`config.mk`:
```
export PLATFORM = sky130hd
export DESIGN_NAME = pc_fetch_unit
export DESIGN_NICKNAME = d
export VERILOG_FILES = /design/src/rtl/pc_fetch_unit.sv
export SDC_FILE = /design/constraint.sdc
export NUM_CORES = 1
export LEC_CHECK = 0
export BUFFER_PORTS_ARGS = -buffer_cell sky130_fd_sc_hd__buf_2
export CAP_MARGIN = 30
export CORE_AREA = 2 2 162 196
export DETAILED_ROUTE_END_ITERATION = 16
export DIE_AREA = 0 0 164 198
export GPL_TIMING_DRIVEN = 0
export PLACE_DENSITY = 0.75
export SYNTH_ARGS = -nofsm -noshare
export SYNTH_HDL_FRONTEND = slang
export SYNTH_SLANG_ARGS = --single-unit
```
`constraint.sdc`:
```
create_clock -name clk -period 10.09 [get_ports clk]
set_clock_uncertainty 0.15 [all_clocks]
set_input_delay 3.027 -clock clk [delete_from_list [all_inputs] [get_ports clk]]
set_output_delay 3.027 -clock clk [all_outputs]
set_load 0.02 [all_outputs]
```
`src/rtl/pc_fetch_unit.sv`:
```
// IF-stage PC generator with a fetch buffer and valid/ready handoff to ID.
// Optional misaligned-redirect trap is enabled by defining PCF_ALIGN_CHECK_EN.
module pc_fetch_unit #(
    parameter int unsigned PC_W       = 32,
    parameter int unsigned INSTR_W    = 32,
    parameter logic [PC_W-1:0] RESET_PC = '0,
    parameter int unsigned PC_STEP    = 4,
    parameter int unsigned FIFO_DEPTH = 4
) (
    input  logic                          clk,
    input  logic                          rst_n,
    output logic                          imem_req,
    output logic [PC_W-1:0]               imem_addr,
    input  logic [INSTR_W-1:0]            imem_rdata,
    input  logic                          redirect_valid,
    input  logic [PC_W-1:0]               redirect_pc,
    output logic                          id_valid,
    input  logic                          id_ready,
    output logic [PC_W-1:0]               id_pc,
    output logic [INSTR_W-1:0]            id_instr,
    output logic [$clog2(FIFO_DEPTH):0]   fifo_count,
    output logic                          misalign_fault
);
    localparam int unsigned AW = $clog2(FIFO_DEPTH);
    localparam int unsigned CW = AW + 1;
    localparam logic [PC_W-1:0] LOW_MASK = PC_W'(PC_STEP - 1);

`ifdef PCF_ALIGN_CHECK_EN
    typedef enum logic [1:0] {IDLE, FETCH, FAULT} state_t;
`else
    typedef enum logic [1:0] {IDLE, FETCH} state_t;
`endif

    state_t state, state_nx;

    logic [PC_W-1:0]    pc;
    logic [PC_W-1:0]    req_pc;
    logic               inflight;
    logic [PC_W-1:0]    buf_pc    [FIFO_DEPTH];
    logic [INSTR_W-1:0] buf_instr [FIFO_DEPTH];
    logic [AW-1:0]      wr_ptr, rd_ptr;
    logic [CW-1:0]      count;
    logic [PC_W-1:0]    last_pc;
    logic [INSTR_W-1:0] last_instr;
    logic               fault;

    logic               issue, push, pop;
    logic [CW:0]        occupancy;
    logic [PC_W-1:0]    target;
`ifdef PCF_ALIGN_CHECK_EN
    logic               misalign;
    assign misalign = redirect_valid && ((redirect_pc & LOW_MASK) != '0);
    assign target   = redirect_pc;
`else
    assign target   = redirect_pc & ~LOW_MASK;
`endif

    // In-flight fetch reserves a slot so the buffer can never overflow
    assign occupancy = {1'b0, count} + (CW+1)'(inflight);
    assign push      = inflight && !redirect_valid;
    assign id_valid  = (count != '0);
    assign pop       = id_valid && id_ready;

    always_comb begin
        state_nx = state;
        issue    = 1'b0;
        unique case (state)
            IDLE:  state_nx = FETCH;
            FETCH: issue = !redirect_valid && (occupancy < (CW+1)'(FIFO_DEPTH));
            default: state_nx = state;
        endcase
`ifdef PCF_ALIGN_CHECK_EN
        if (misalign)
            state_nx = FAULT;
        else if (redirect_valid && state == FAULT)
            state_nx = FETCH;
`endif
    end

    always_ff @(posedge clk) begin
        if (!rst_n) begin
            state      <= IDLE;
            pc         <= RESET_PC;
            req_pc     <= '0;
            inflight   <= 1'b0;
            wr_ptr     <= '0;
            rd_ptr     <= '0;
            count      <= '0;
            last_pc    <= '0;
            last_instr <= '0;
            fault      <= 1'b0;
        end else begin
            state <= state_nx;
            if (pop) begin
                last_pc    <= buf_pc[rd_ptr];
                last_instr <= buf_instr[rd_ptr];
            end
            if (redirect_valid) begin
                pc       <= target;
                inflight <= 1'b0;
                wr_ptr   <= '0;
                rd_ptr   <= '0;
                count    <= '0;
            end else begin
                inflight <= issue;
                if (issue) begin
                    pc     <= pc + PC_W'(PC_STEP);
                    req_pc <= pc;
                end
                if (push)
                    wr_ptr <= wr_ptr + 1'b1;
                if (pop)
                    rd_ptr <= rd_ptr + 1'b1;
                count <= count + CW'(push) - CW'(pop);
            end
`ifdef PCF_ALIGN_CHECK_EN
            if (redirect_valid)
                fault <= misalign;
`endif
        end
    end

    always_ff @(posedge clk) begin
        if (push) begin
            buf_pc[wr_ptr]    <= req_pc;
            buf_instr[wr_ptr] <= imem_rdata;
        end
    end

    assign imem_req       = issue;
    assign imem_addr      = pc;
    assign fifo_count     = count;
    assign misalign_fault = fault;
    assign id_pc          = id_valid ? buf_pc[rd_ptr] : last_pc;
    assign id_instr       = id_valid ? buf_instr[rd_ptr] : last_instr;

endmodule

```
# Word level (Yosys, flattened, before mapping)
# Memory sizes are Yosys's and may differ from the RTL's. A register that Yosys moved wholly into a read port is not among the register bits.
# Index checks and enable logic that the tools add are counted.
dict set report word_totals {
  register_bits 137
  ramBits 256
  input_bits 68
  out_inout_bits 102
  n_memories 2
}
# memory depth width read_ports rd_clocked_by_memory_dff write_ports line_no
set mem_list {}
lappend mem_list {buf_instr 4 32 1 1 1 40} ;# logic [INSTR_W-1:0] buf_instr [FIFO_DEPTH];
lappend mem_list {buf_pc 4 32 1 1 1 39} ;# logic [PC_W-1:0] buf_pc [FIFO_DEPTH];
dict set report classes {
  n_addsub 6
  order_cmp 1
  muxes 11
  n_bitwise 2
  n_reduce_logical 9
}
# op count
set op_table {}
lappend op_table {{$mux 32} 4}
lappend op_table {{$add 32x3->32 const B} 1}
lappend op_table {{$mux 2} 4}
lappend op_table {{$add 2x1->2 const B} 2}
lappend op_table {{$add 3x1->4} 1}
lappend op_table {{$lt 4x3->1 const B} 1}
lappend op_table {{$add 3x1->3} 1}
lappend op_table {{$logic_and 1x1->1} 3}
lappend op_table {{$mux 1} 3}
lappend op_table {{$reduce_bool 3->1} 1}
lappend op_table {{$sub 3x1->3} 1}
lappend op_table {{$logic_not 2->1} 1}
lappend op_table {{$not 1->1} 2}
lappend op_table {{$reduce_and 2->1} 1}
lappend op_table {{$reduce_bool 2->1} 1}
lappend op_table {{$reduce_or 2->1} 1}
lappend op_table {{$logic_not 1->1} 1}

# Logic depth before layout (Yosys ltp)
# Gate-level depths: netlist of the first run.
dict set report depth {
  depth_word 6
  mapped_depth 12
  ltp_nobuf 10
}

# Least setup slack after synthesis of the first run
# No wires, ideal clock.
dict set report synth_path {
  path_type {input-to-output}
  from {input redirect_valid}
  to {output imem_req}
  arrival_ps 3523
  required_time_ps 6913
  path_slack_ps 3390
  cell_stages 4
  path_buffers 1
  cell_sequence {clkinv_1 nand2_4 inv_2 buf_2}
}
dict set report synth_via {
  elab_chain_len 3
}
# item line_no
set synth_rtl {}
lappend synth_rtl {{start: declaration} 15} ;# input logic redirect_valid,
lappend synth_rtl {{$logic_not 1->1} 69} ;# FETCH: issue = !redirect_valid && (occupancy < (CW+1)'(FIFO_DEPTH));
lappend synth_rtl {{$logic_and 1x1->1} 69}
lappend synth_rtl {{$mux 1} 67} ;# unique case (state)
lappend synth_rtl {{end: declaration} 12} ;# output logic imem_req,
# Every way passes these cells.

# Worst setup path in the final report of the first run
# Ends and elaborated chain as after synthesis.

==> run summary, run 1 <==
Layout cells sized above 1 -> 29.58%
CTS hold repair buffers -> 0
Vias in the first global route -> 9,710
# IOs -> 170
Largest stage delay on the critical path -> 200 ps
Dpl cells -> 1,645
Total Routing Usage GR -> 20.96%
Highest Clock Rate -> 0.1389 GHz
Setup crit start -> redirect_valid
Area growth syn-to-layout -> 17.89%
Slowest cell on crit path -> clkinv_1
Post-CTS resize count -> 0
CTS Sinks -> 381
Clk buf depth -> 3
Vias/cell -> 5.454
# DRC -> 0
Sequential area share after synthesis -> 66.98%
Via Count -> 9,359
Fin area -> 0.01779 sq mm
# port buffers -> 162
WP buf/inv -> 5
Clk_lat worst skew -> 520 ps
Post-CTS Setup Inserts -> 0
Crit path time final -> 7200 ps
Drt first pass iters -> 5
Layout Cells excl Fill -> 1,716
Clock root buffer -> clkbuf_16
Commonest non-fill, non-tap cell in the layout -> edfxtp_1
Max-slew violations -> 0
Worst R2R Path Depth -> 12
Final worst setup slack -> 2890 ps
Yosys Warn Count -> 0
Maxcap violations -> 0
Min-Delay Path Class -> reg2reg
Finished Core Util -> 57.73%
NumNets Final -> 1,362
Worst Path Arrival -> 4020 ps
Synth Area per Inst -> 14.05 sq um
Die ar. -> 0.03247 sq mm
Cell Chain, Critical Path -> buf_2 > clkinv_1 > nand2_4 > inv_2 > buf_2 > buf_2
Critical Path End -> imem_req
Slew headroom -> 47.23%
Top FF cell, synth -> edfxtp_1
Unique masters post-synth -> 54
DR WL/cell -> 19.46 um
Final setup vio count -> 0
Async S/R FF share, synth -> 0%
Initial antenna violation count -> 0
Kind of critical path -> in2out
Pwr/cell area -> 183.2 mW/mm^2
Crit-path max FO -> 10
Synth Register Bits -> 381
GRT overflow -> 0
Diode count -> 0
Worst reg2reg setup slack -> 6810 ps
Final worst-path cycle share -> 71.36%
Num rows -> 71
Most numerous cell on the critical path -> buf_2
Final TNS setup -> 0 ps
Placed inst area -> 0.01654 sq mm
Pin count of the biggest net entering global routing -> 39
Final number of hold-violating endpoints -> 0
Worst r2r src -> fifo_count[1]
Critical path launch point type -> input port
HPWL after DPL -> 22,250 um
Cell area after synthesis -> 0.01509 sq mm
Global placer's final weighted congestion -> 0.8763
Status -> complete, no violations
Max VDD drop -> 0.1400 mV
Worst Hold Depth -> 2
Core area -> 0.03083 sq mm
Fillers -> 2,431
Critical path's top delay family -> buffers and inverters
Cell count after synthesis -> 1,074
CTS Buf Count -> 39
TritonCTS clock tree -> done
Post-Place Setup Slack -> 2901 ps
Worst slew pin tran -> 791.6 ps
RSZ-0062 raised after global routing -> false
H-tree levels -> 2
Drt first-iter violations -> 533
First-pass GRT wire length -> 52,370 um
Starting Density -> 48.97%
WL final -> 33,390 um
Die Y -> 198 um
Most frequent cells in the layout -> edfxtp_1, nand2_1, buf_2, dfxtp_1, a21oi_1
Worst-path clk slew -> 60 ps
LEAKAGE -> 6.263 nW
Setup crit end kind -> output port
Post-synth EDFFs -> 248
Levels on crit path -> 6
Worst EP required -> 6910 ps
DIE WIDTH -> 164 um
DRT antenna net count -> 0
RR Endpoint -> fifo_count[2]
==> sequential cells by signal, summed over array words and instances, names as in the netlist, named ones only <==
name,count
fifo_count,3
last_pc,30
wr_ptr,2
inflight,1
rd_ptr,2
imem_addr,30
state,1
buf_instr,128
req_pc,30
buf_pc,120
last_instr,32
==> cells by family (layout without fill, tap and decap cells) <==
family | after synthesis | after routing | share of synthesized area [%]
XOR/XNOR | 19 | 19 | 1.102
flip-flops | 381 | 381 | 66.98
buffers and inverters | 82 | 319 | 2.412
adder cells (fa/ha/maj) | 9 | 9 | 0.7958
multiplexers | 126 | 126 | 14.01
AO/OA/AOI/OAI | 152 | 152 | 5.429
AND/OR/NAND/NOR | 304 | 304 | 9.251
other | 1 | 5 | 0.02484
==> cell type report <==
| cell class | count | area (sq um) | area share [%] |
|---|---|---|---|
| buffer | 70 | 319.1 | 1.793 |
| tap | 401 | 501.7 | 2.820 |
| clock buffer | 56 | 1122 | 6.307 |
| inverter | 12 | 45.04 | 0.2531 |
| timing repair buffer | 166 | 920.9 | 5.175 |
| sequential | 381 | 10110 | 56.81 |
| multi-input combinational | 615 | 4646 | 26.11 |
| clock inverter | 15 | 130.1 | 0.7313 |
==> worst min path at each step <==
stage	to	slack (ps)	from
2_1_floorplan	last_instr[0]	280	last_instr[0]
4_1_cts	last_pc[3]	310	last_pc[3]
5_1_grt	last_instr[13]	320	last_instr[13]
3_3_place_gp	last_pc[28]	290	last_pc[28]
3_5_place_dp	last_instr[7]	300	last_instr[7]
6_report	last_instr[14]	300	last_instr[14]
==> worst register-to-register path, delay by kind of cell, from the launching register on <==
family	cells	cell delay, ps
buffers and inverters	5	1010
adder cells (fa/ha/maj)	3	850
AND/OR/NAND/NOR	3	530
flip-flops	1	450
XOR/XNOR	1	170
==> power by group <==
group / switching [mW] / total, mW / internal [mW]
combinational: 0.102 / 0.163 / 0.0607
sequential: 0.0239 / 1.70 / 1.68
clock: 0.570 / 1.40 / 0.827
total: 0.696 / 3.26 / 2.56
==> cell usage after synthesis, drive strengths merged, types with 2 or more instances <==
cell / instances / area [sq um]
edfxtp: 248 / 7447
nand2: 204 / 778.2
dfxtp: 133 / 2663
a21oi: 108 / 540.5
mux2: 62 / 698.2
mux4: 62 / 1396
buf: 38 / 198.9
clkbuf: 32 / 120.1
o21ai: 25 / 125.1
nor2: 16 / 60.06
nand3: 15 / 80.08
nand4: 12 / 75.07
nor3: 12 / 60.06
xnor2: 12 / 105.1
inv: 11 / 41.29
and4: 8 / 70.07
ha: 8 / 100.1
nor4: 8 / 56.30
xor2: 7 / 61.31
and2: 6 / 37.54
and3: 6 / 37.54
nor4b: 4 / 47.55
or3: 4 / 25.02
a211oi: 3 / 22.52
a22oi: 3 / 27.52
nor2b: 3 / 18.77
nor3b: 3 / 27.52
o211ai: 3 / 22.52
a311oi: 2 / 17.52
a31oi: 2 / 12.51
mux2i: 2 / 20.02
o311ai: 2 / 17.52
==> per-layer routing <==
| metal | wire, um | share of wire, % | GRT usage (%) | vias to the layer above |
|---|---|---|---|---|
| li1 | - | - | - | 4427 |
| met5 | 0 | 0 | 0 | - |
| met4 | 948 | 2.8 | 6.823 | 0 |
| met1 | 13360 | 40 | 26.09 | 4586 |
| met3 | 2004 | 6.0 | 4.147 | 65 |
| met2 | 17080 | 51 | 36.68 | 281 |
==> through the flow <==
step / hold slack (ps) / power [mW]
floorplan: 283.8 / 1.827
global placement: 288.7 / 1.892
detailed placement: 296.9 / 1.896
CTS: 305.6 / 3.282
global route: 316.2 / 3.358
finish: 302.8 / 3.260
Power figures use the tool's default switching activity.
==> run 2, diff against run 1 <==
--- a/config.mk
+++ b/config.mk
@@ -11,7 +11,7 @@
 export DETAILED_ROUTE_END_ITERATION = 16
 export DIE_AREA = 0 0 164 198
 export GPL_TIMING_DRIVEN = 0
-export PLACE_DENSITY = 0.75
+export PLACE_DENSITY = 0.78
 export SYNTH_ARGS = -nofsm -noshare
 export SYNTH_HDL_FRONTEND = slang
 export SYNTH_SLANG_ARGS = --single-unit
==> constraint.sdc (replaced) <==
create_clock -name clk -period 6.15 [get_ports clk]
set_clock_uncertainty 0.15 [all_clocks]
set_input_delay 1.845 -clock clk [delete_from_list [all_inputs] [get_ports clk]]
set_output_delay 1.845 -clock clk [all_outputs]
set_load 0.02 [all_outputs]
==> run 2 against run 1 <==
Global-route usage fell by 0.26 points. Die area did not move. Wire length fell by 0.93%. Sequential power rose by 64%. First-iteration DRC count rose by 9.0%. Sequential share of layout area fell by 0.17 points. Via count rose by 0.57%. Critical path type unchanged. Critical endpoint unchanged.
==> run summary, run 2 (same netlist as run 1, synthesis figures left out) <==
Status -> complete, no violations
Finished Core Util -> 57.90% (+0.17 points)
Post-Place Setup Slack -> 1298 ps (-1603 ps)
DRT antenna net count -> 0 (unchanged)
Die Y -> 198 um (unchanged)
Clock root buffer -> clkbuf_16
DR WL/cell -> 19.28 um (-0.93%)
Final worst-path cycle share -> 79.33%
Total power -> 5.437 mW (+67%)
Drt first-iter violations -> 581 (+9.0%)
# IOs -> 170 (unchanged)
Setup crit end kind -> output port
Area of the multi-input gates -> 0.004646 sq mm (unchanged)
Max FFs per register -> 128 (unchanged)
Largest regs -> buf_instr x128, buf_pc x120, last_instr x32
Clk buf depth -> 3 (unchanged)
Worst Path Arrival -> 2880 ps (-1140 ps)
DIE WIDTH -> 164 um (unchanged)
CTS hold repair buffers -> 0 (unchanged)
Highest Clock Rate -> 0.2050 GHz
Crit-path max FO -> 10 (unchanged)
Global placer's final weighted congestion -> 0.8809 (+0.52%)
Clk_lat worst skew -> 520 ps (about the same)
Core area -> 0.03083 sq mm (unchanged)
WL final -> 33,080 um (-0.93%)
Hold EP -> last_instr[18]
Slew headroom -> 54.82% (+7.6 points)
Final number of hold-violating endpoints -> 0 (unchanged)
Drt first pass iters -> 7 (+2)
Vias in the first global route -> 9,615 (-0.98%)
Maxcap violations -> 0 (unchanged)
Layout Cells excl Fill -> 1,716 (unchanged)
# port buffers -> 162 (unchanged)
# DRC -> 0 (unchanged)
Via Count -> 9,412 (+0.57%)
Post-CTS Setup Inserts -> 0 (unchanged)
Worst r2r src -> fifo_count[1]
Kind of critical path -> in2out
H-tree levels -> 2 (unchanged)
Biggest register -> buf_instr
Worst reg2reg setup slack -> 2850 ps (-3960 ps)
CTS Buf Count -> 38 (-2.6%)
Worst EP required -> 4160 ps (-2750 ps)
First-pass GRT wire length -> 51,790 um (-1.1%)
Fin area -> 0.01785 sq mm (+0.30%)
GRT overflow -> 0 (unchanged)
Max-slew violations -> 0 (unchanged)
Hold Path Origin -> last_instr[18]
WHS -> 303.0 ps (+0.1840 ps)
Commonest non-fill, non-tap cell in the layout -> edfxtp_1
Total Routing Usage GR -> 20.70% (-0.26 points)
HPWL after DPL -> 21,830 um (-1.9%)
Die ar. -> 0.03247 sq mm (unchanged)
Worst slew pin tran -> 677.6 ps (-114.0 ps)
Worst R2R Path Depth -> 12 (unchanged)
Worst-path clk slew -> 60 ps (about the same)
CTS Sinks -> 381 (unchanged)
TritonCTS clock tree -> done
Starting Density -> 48.97% (unchanged)
Initial antenna violation count -> 2 (+2)
Critical path launch point type -> input port
Final TNS setup -> 0 ps (unchanged)
Register Area -> 0.01011 sq mm (unchanged)
Max VDD drop -> 0.2680 mV (+91%)
Placed inst area -> 0.01654 sq mm (unchanged)
RSZ-0062 raised after global routing -> false
Final setup vio count -> 0 (unchanged)
Crit path time final -> 4879 ps
Vias/cell -> 5.485 (+0.57%)
Pin count of the biggest net entering global routing -> 40 (+2.6%)
RR Endpoint -> fifo_count[2]
Dpl cells -> 1,645 (unchanged)
LEAKAGE -> 6.284 nW (+0.35%)
Area growth syn-to-layout -> 18.24%
Post-CTS resize count -> 0 (unchanged)
NumNets Final -> 1,361 (-0.073%)
Worst Hold Depth -> 2 (unchanged)
Num rows -> 71 (unchanged)
Min-Delay Path Class -> reg2reg
Layout cells sized above 1 -> 29.86% (+0.27 points)
Final worst setup slack -> 1271 ps (-1619 ps)
Fillers -> 2,426 (-0.21%)
Most frequent cells in the layout -> edfxtp_1, nand2_1, buf_2, dfxtp_1, a21oi_1
Pwr/cell area -> 304.6 mW/mm^2 (+66%)
## run 2: cell count changes in the layout (fill, tap and decap cells not counted), sizes merged
cell and delta:
bufinv +3, clkinvlp +1, clkinv -2, clkbuf -4, diode +2
## run 2: worst max-delay path, cell delays in order
cell,delay (ps)
buf_2,150
clkinv_1,220
nand2_4,210
inv_2,90
buf_2,180
buf_2,180
## run 2: power breakdown
part	internal, mW	switching [mW]
combinational	0.0996	0.166
sequential	2.75	0.0398
clock	1.45	0.935
total	4.30	1.14
## run 2: worst max-delay path by stage
stage	depth (start not counted)	start	slack, ps	endpoint
detailed placement	6	redirect_valid	1300	imem_req
floorplan	4	redirect_valid	1810	imem_req
finish	6	redirect_valid	1270	imem_req
global route	6	redirect_valid	1210	imem_req
CTS	6	redirect_valid	1270	imem_req
global placement	3	redirect_valid	660	buf_instr[0][26]
## run 2: final cells by class
cell class                 count  share of cell area (%)
timing repair buffer         166                   5.160
tap                          401                   2.811
sequential                   381                   56.65
inverter                      12                  0.2524
multi-input combinational    615                   26.03
buffer                        70                   1.788
antenna                        2                 0.02804
clock buffer                  52                   6.078
clock inverter                17                   1.206
## run 2: per-layer routing
metal  GRT usage (%)  share of wire [%]  up-vias
li1                -                  -     4415
met1           26.28                 40     4592
met2           35.34                 50      340
met3           3.875                6.3       65
met4           7.765                3.1        0
met5               0                  0        -
